**config.mk**
```make
export PLATFORM = sky130hd
export DESIGN_NAME = mux_arb_n
export DESIGN_NICKNAME = d
export VERILOG_FILES = /design/src/rtl/mux_arb_n.sv
export SDC_FILE = /design/constraint.sdc
export NUM_CORES = 1
export LEC_CHECK = 0
export CAP_MARGIN = 5
export CORE_ASPECT_RATIO = 1.25
export CORE_MARGIN = 4
export CORE_UTILIZATION = 57
export DETAILED_ROUTE_END_ITERATION = 16
export DONT_BUFFER_PORTS = 1
export GPL_ROUTABILITY_DRIVEN = 0
export HOLD_SLACK_MARGIN = 0.06
export PLACE_DENSITY = 0.79
export SYNTH_ARGS = -nofsm -noshare
export SYNTH_HDL_FRONTEND = slang
export SYNTH_SLANG_ARGS = --single-unit
export TNS_END_PERCENT = 50
```
**constraint.sdc**
```tcl
create_clock -name clk -period 1.6 [get_ports clk]
set_input_delay 0.32 -clock clk [delete_from_list [all_inputs] [get_ports clk]]
set_output_delay 0.32 -clock clk [all_outputs]
set_load 0.1 [all_outputs]
```
**src/rtl/mux_arb_n.sv**
```systemverilog
// rtl/mux_arb_n.sv - registered N-to-1 channel mux with fixed-select or round-robin grant
module mux_arb_n #(
    parameter int WIDTH = 32,
    parameter int NCH   = 4,
    parameter int SELW  = 2
) (
    input  logic                  clk,
    input  logic                  rst_n,
    input  logic [NCH*WIDTH-1:0]  in_data,
    input  logic [NCH-1:0]        in_valid,
    output logic [NCH-1:0]        in_ready,
    input  logic                  mode,
    input  logic [SELW-1:0]       sel,
    output logic [WIDTH-1:0]      out_data,
    output logic [SELW-1:0]       out_chan,
    output logic                  out_valid,
    input  logic                  out_ready
);

    localparam logic [SELW:0]   NCH_EXT  = (SELW+1)'(NCH);
    localparam logic [SELW-1:0] PTR_INIT = SELW'(NCH - 1);

    logic [WIDTH-1:0] ch [NCH];
    logic [WIDTH-1:0] out_data_q, out_data_d;
    logic [SELW-1:0]  out_chan_q, out_chan_d;
    logic             out_valid_q, out_valid_d;
    logic [SELW-1:0]  ptr_q, ptr_d;

    logic             load_en;
    logic             gnt_valid;
    logic [SELW-1:0]  gnt_idx;
    logic [SELW-1:0]  cand;
    logic             xfer;

    genvar gi;
    generate
        for (gi = 0; gi < NCH; gi++) begin : g_ch
            assign ch[gi] = in_data[gi*WIDTH +: WIDTH];
        end
    endgenerate

    assign load_en = !out_valid_q || out_ready;

    // Round-robin search starts just after the last accepted channel and wraps.
    always_comb begin
        gnt_valid = 1'b0;
        gnt_idx   = '0;
        cand      = '0;
        if (!mode) begin
            if (({1'b0, sel} < NCH_EXT) && in_valid[sel]) begin
                gnt_valid = 1'b1;
                gnt_idx   = sel;
            end
        end else begin
            for (int k = 1; k <= NCH; k++) begin
                cand = SELW'((int'(ptr_q) + k) % NCH);
                if (!gnt_valid && in_valid[cand]) begin
                    gnt_valid = 1'b1;
                    gnt_idx   = cand;
                end
            end
        end
    end

    assign xfer = rst_n && load_en && gnt_valid;

    always_comb begin
        in_ready = '0;
        if (xfer) begin
            in_ready[gnt_idx] = 1'b1;
        end
    end

    always_comb begin
        out_data_d  = out_data_q;
        out_chan_d  = out_chan_q;
        out_valid_d = out_valid_q;
        ptr_d       = ptr_q;
        if (xfer) begin
            out_data_d  = ch[gnt_idx];
            out_chan_d  = gnt_idx;
            out_valid_d = 1'b1;
            ptr_d       = gnt_idx;
        end else if (out_valid_q && out_ready) begin
            out_valid_d = 1'b0;
        end
    end

    always_ff @(posedge clk) begin
        if (!rst_n) begin
            out_data_q  <= '0;
            out_chan_q  <= '0;
            out_valid_q <= 1'b0;
            ptr_q       <= PTR_INIT;
        end else begin
            out_data_q  <= out_data_d;
            out_chan_q  <= out_chan_d;
            out_valid_q <= out_valid_d;
            ptr_q       <= ptr_d;
        end
    end

    assign out_data  = out_data_q;
    assign out_chan  = out_chan_q;
    assign out_valid = out_valid_q;

endmodule

```
==> results of run 1 <==
## per-stage QoR
step	power [uW]	utilization
2_1_floorplan	2750	-
3_3_place_gp	3090	0.719
3_5_place_dp	3120	0.719
4_1_cts	3850	0.780
5_1_grt	4050	0.806
6_report	3920	0.806
## per-layer routing
metal,track usage,up-vias,part of all wire
met2,0.497,124,0.56
li1,-,962,-
met4,0.0713,0,0.014
met1,0.280,996,0.36
met5,0,-,0
met3,0.0651,10,0.072
## synthesized netlist by cell type
cell and n:
a41oi_4 1, buf_4 4, o21a_1 1, nor2_1 7, nand2b_1 1, a21boi_1 1, or2_1 1, o21ai_1 4
buf_2 6, a31oi_1 1, dfxtp_1 37, nand3b_1 1, a21boi_2 1, a21oi_1 1, a21oi_2 1, o21ai_2 1
nand2_1 35, mux2i_1 66, buf_8 1, inv_2 1, o221ai_1 33, o21ai_0 2, nor2b_1 4, and2b_1 2
clkbuf_1 3, inv_1 2, nand3_1 1, buf_12 2, o32ai_1 1, o41ai_2 1, or2_2 1, nand3_2 1
mux2_2 1
## logic make-up (layout without fill, tap and decap cells)
kind of cell | Yosys count | in the layout | synth area share
AO/OA/AOI/OAI | 49 | 49 | 0.193
buffers and inverters | 19 | 70 | 0.0621
flip-flops | 37 | 37 | 0.334
multiplexers | 67 | 67 | 0.303
AND/OR/NAND/NOR | 54 | 54 | 0.108
## cell usage in the layout, fill, tap and decap left out, drive strengths merged, types with 3 or more instances in the layout
cell type   n
nand2      35
nor2        7
buf        58
dfxtp      37
nor2b       4
o221ai     33
mux2i      66
inv         3
o21ai       7
clkbuf      9
## area by class of cell
type                       instances  area share
timing repair buffer              60       0.221
multi-input combinational        170       0.481
sequential                        37       0.247
inverter                           3     0.00620
tap                               40      0.0165
clock buffer                       7      0.0285
## how the worst max path moves through the flow
stage | from | to | slack, ns | cells past startpoint
after floorplan | ptr_q[0] | in_ready[1] | -0.41 | 7
after global placement | ptr_q[0] | out_data[26] | -0.10 | 7
after detailed placement | ptr_q[0] | out_data[27] | -0.16 | 7
after CTS | ptr_q[0] | in_ready[0] | -0.37 | 6
after global routing | ptr_q[0] | in_ready[1] | -0.42 | 7
final | ptr_q[0] | in_ready[1] | -0.38 | 6
## sequential cells by signal (all words and copies together) (netlist names)
signal     flops
out_chan       2
out_data      32
out_valid      1
ptr_q          2
## repair_timing
| action | in CTS | in global routing |
|---|---|---|
| gates cloned | 2 | 2 |
| buffers inserted | 3 | 1 |
| pin swaps | 5 | 5 |
| endpoints found under the setup margin | 38 | 39 |
| resized for setup | 12 | 16 |
## power by group through the flow
stage,Sequential [uW],Clock (uW),Combinational [uW]
6_report,1120,646,2150
4_1_cts,1120,655,2070
3_5_place_dp,1140,0,1980
2_1_floorplan,2160,0,591
5_1_grt,1130,697,2220
3_3_place_gp,1130,0,1960
==> results_dict.tcl, run 1 <==
set metrics [dict create \
    drtIter0Drc 93 \
    r2r_slack_ns -0.22 \
    period_share 1.24 \
    powerDensity_nw_per_um2 1290 \
    swShare 0.480 \
    critical_path.top_delay_family "simple AND/OR/NAND/NOR gates" \
    power_frac_comb 0.549 \
    route.detailed.drc 0 \
    grt_pass1_wl_um 10300 \
    grt_use_total 0.261 \
    yosys.area.top_type "dfxtp_1" \
    final_antenna_net_count 0 \
    die_w_um 63.8 \
    firstDrtPassIters 4 \
    antenna_found_initial 0 \
    finalHoldViolCount 0 \
    syn_area_um2 2220 \
    grt_pass1_vias 2096 \
    fin_nets 415 \
    clock_sinks 37 \
    fin_cells 317 \
    dp_slack_ns -0.158 \
    p_int_uw 2040 \
    fin_area_um2 3030 \
    grt_overflow 0 \
    synth.top_cell.area_share 0.334 \
    dpl.hpwl_um 4880 \
    tns_ns -7.36 \
    grt_max_degree 35 \
    cts_buffer_depth 2 \
    fp-row-count 25 \
    hp-start "rst_n" \
    synth-seq-area-share 0.334 \
    rr_worst_depth 8 \
    worstHoldPathType "input port to register" \
    finalWorstSetupSlack_ns -0.379 \
    crit_type "register to output pin" \
    multiInputGateArea_um2 1460 \
    synth_seq_cells 37 \
    report.final.setup_viol 38 \
    die_area_um2 4960 \
    core-area_um2 3750 \
    status "finished, violations left" \
    p_leak_uw 0.00131 \
    power.net_switching_uw 1880 \
    layout-drive-gt1-share 0.354 \
    skew_ns 0.00641 \
    reg2reg_to "out_data[31]" \
    peakVddDrop_uv 1030 \
    routed_wl_um 7070 \
    critPathBufInv 1 \
    pwr-share-seq 0.286 \
    crit_path_max_fanout 4 \
    synthDistinctLibCells 33 \
    end_kind "output pin" \
    hold_buffers 0 \
    post_drt_wl_per_cell_um 22.3 \
    cap_violations 0 \
    critical-path-slowest-cell "dfxtp_2" \
    r2r-start "ptr_q[0]" \
    worstMarginPinSlew_ns 0.416 \
    cts_buffers 5 \
    timing.hold.ws_ns 0.153 \
    slowest_delay_ns 0.33 \
    die_h_um 77.7 \
    critPathLaunchType "register" \
    layout_min_cycle_time_ns 1.98 \
    rsz0062_at_grt "true" \
    place_area_um2 2700 \
    pin_count 177 \
    path_cells "and2b_2, o32ai_4, nor2_1, nand3_2, nor2_4, buf_12" \
    antenna_cells 0 \
    slew_viol_final 0 \
    postSynthAreaPerCell_um2 9.80 \
    cp.required_ns 1.28 \
    syn_to_final_growth_pct 36.6 \
    whs_endpoint "ptr_q[0]" \
    port_buffers 0 \
    place_inst 302 \
    ys_warn_count 0 \
    synthCells 226 \
    clk_latency_ns 0.28 \
    failed_checks "negative setup slack" \
    synth_nets 364 \
    path_clk_slew_ns 0.07 \
    synthTopCellsByArea "dfxtp_1 33%, mux2i_1 30%, o221ai_1 13%" \
    fmax_ghz 0.505 \
    cts-root-buf "clkbuf_8" \
    start_util 0.590 \
    avgViaCountPerCell 6.60 \
    hold_depth 1 \
    clockPowerShare 0.165 \
    ff_latch_area_um2 747 \
    crit_arrival_ns 1.66 \
    fillers 233 \
    vias 2092 \
    cts_tree "built" \
    htree_levels 2 \
    max_slew_margin 0.722 \
]
(Power assumes the default switching activity.)
==> run 2: changes to the inputs <==
--- a/config.mk
+++ b/config.mk
@@ -5,7 +5,6 @@
 export SDC_FILE = /design/constraint.sdc
 export NUM_CORES = 1
 export LEC_CHECK = 0
-export CAP_MARGIN = 5
 export CORE_ASPECT_RATIO = 1.25
 export CORE_MARGIN = 4
 export CORE_UTILIZATION = 57
==> results of run 2 <==
No change in the layout: final DEF, timing and power equal those of run 1.
==> run 3: changes to the inputs <==
--- a/config.mk
+++ b/config.mk
@@ -5,6 +5,7 @@
 export SDC_FILE = /design/constraint.sdc
 export NUM_CORES = 1
 export LEC_CHECK = 0
+export CAP_MARGIN = 20
 export CORE_ASPECT_RATIO = 1.25
 export CORE_MARGIN = 4
 export CORE_UTILIZATION = 57
==> results of run 3 <==
No change in the layout: final DEF, timing and power equal those of run 1.
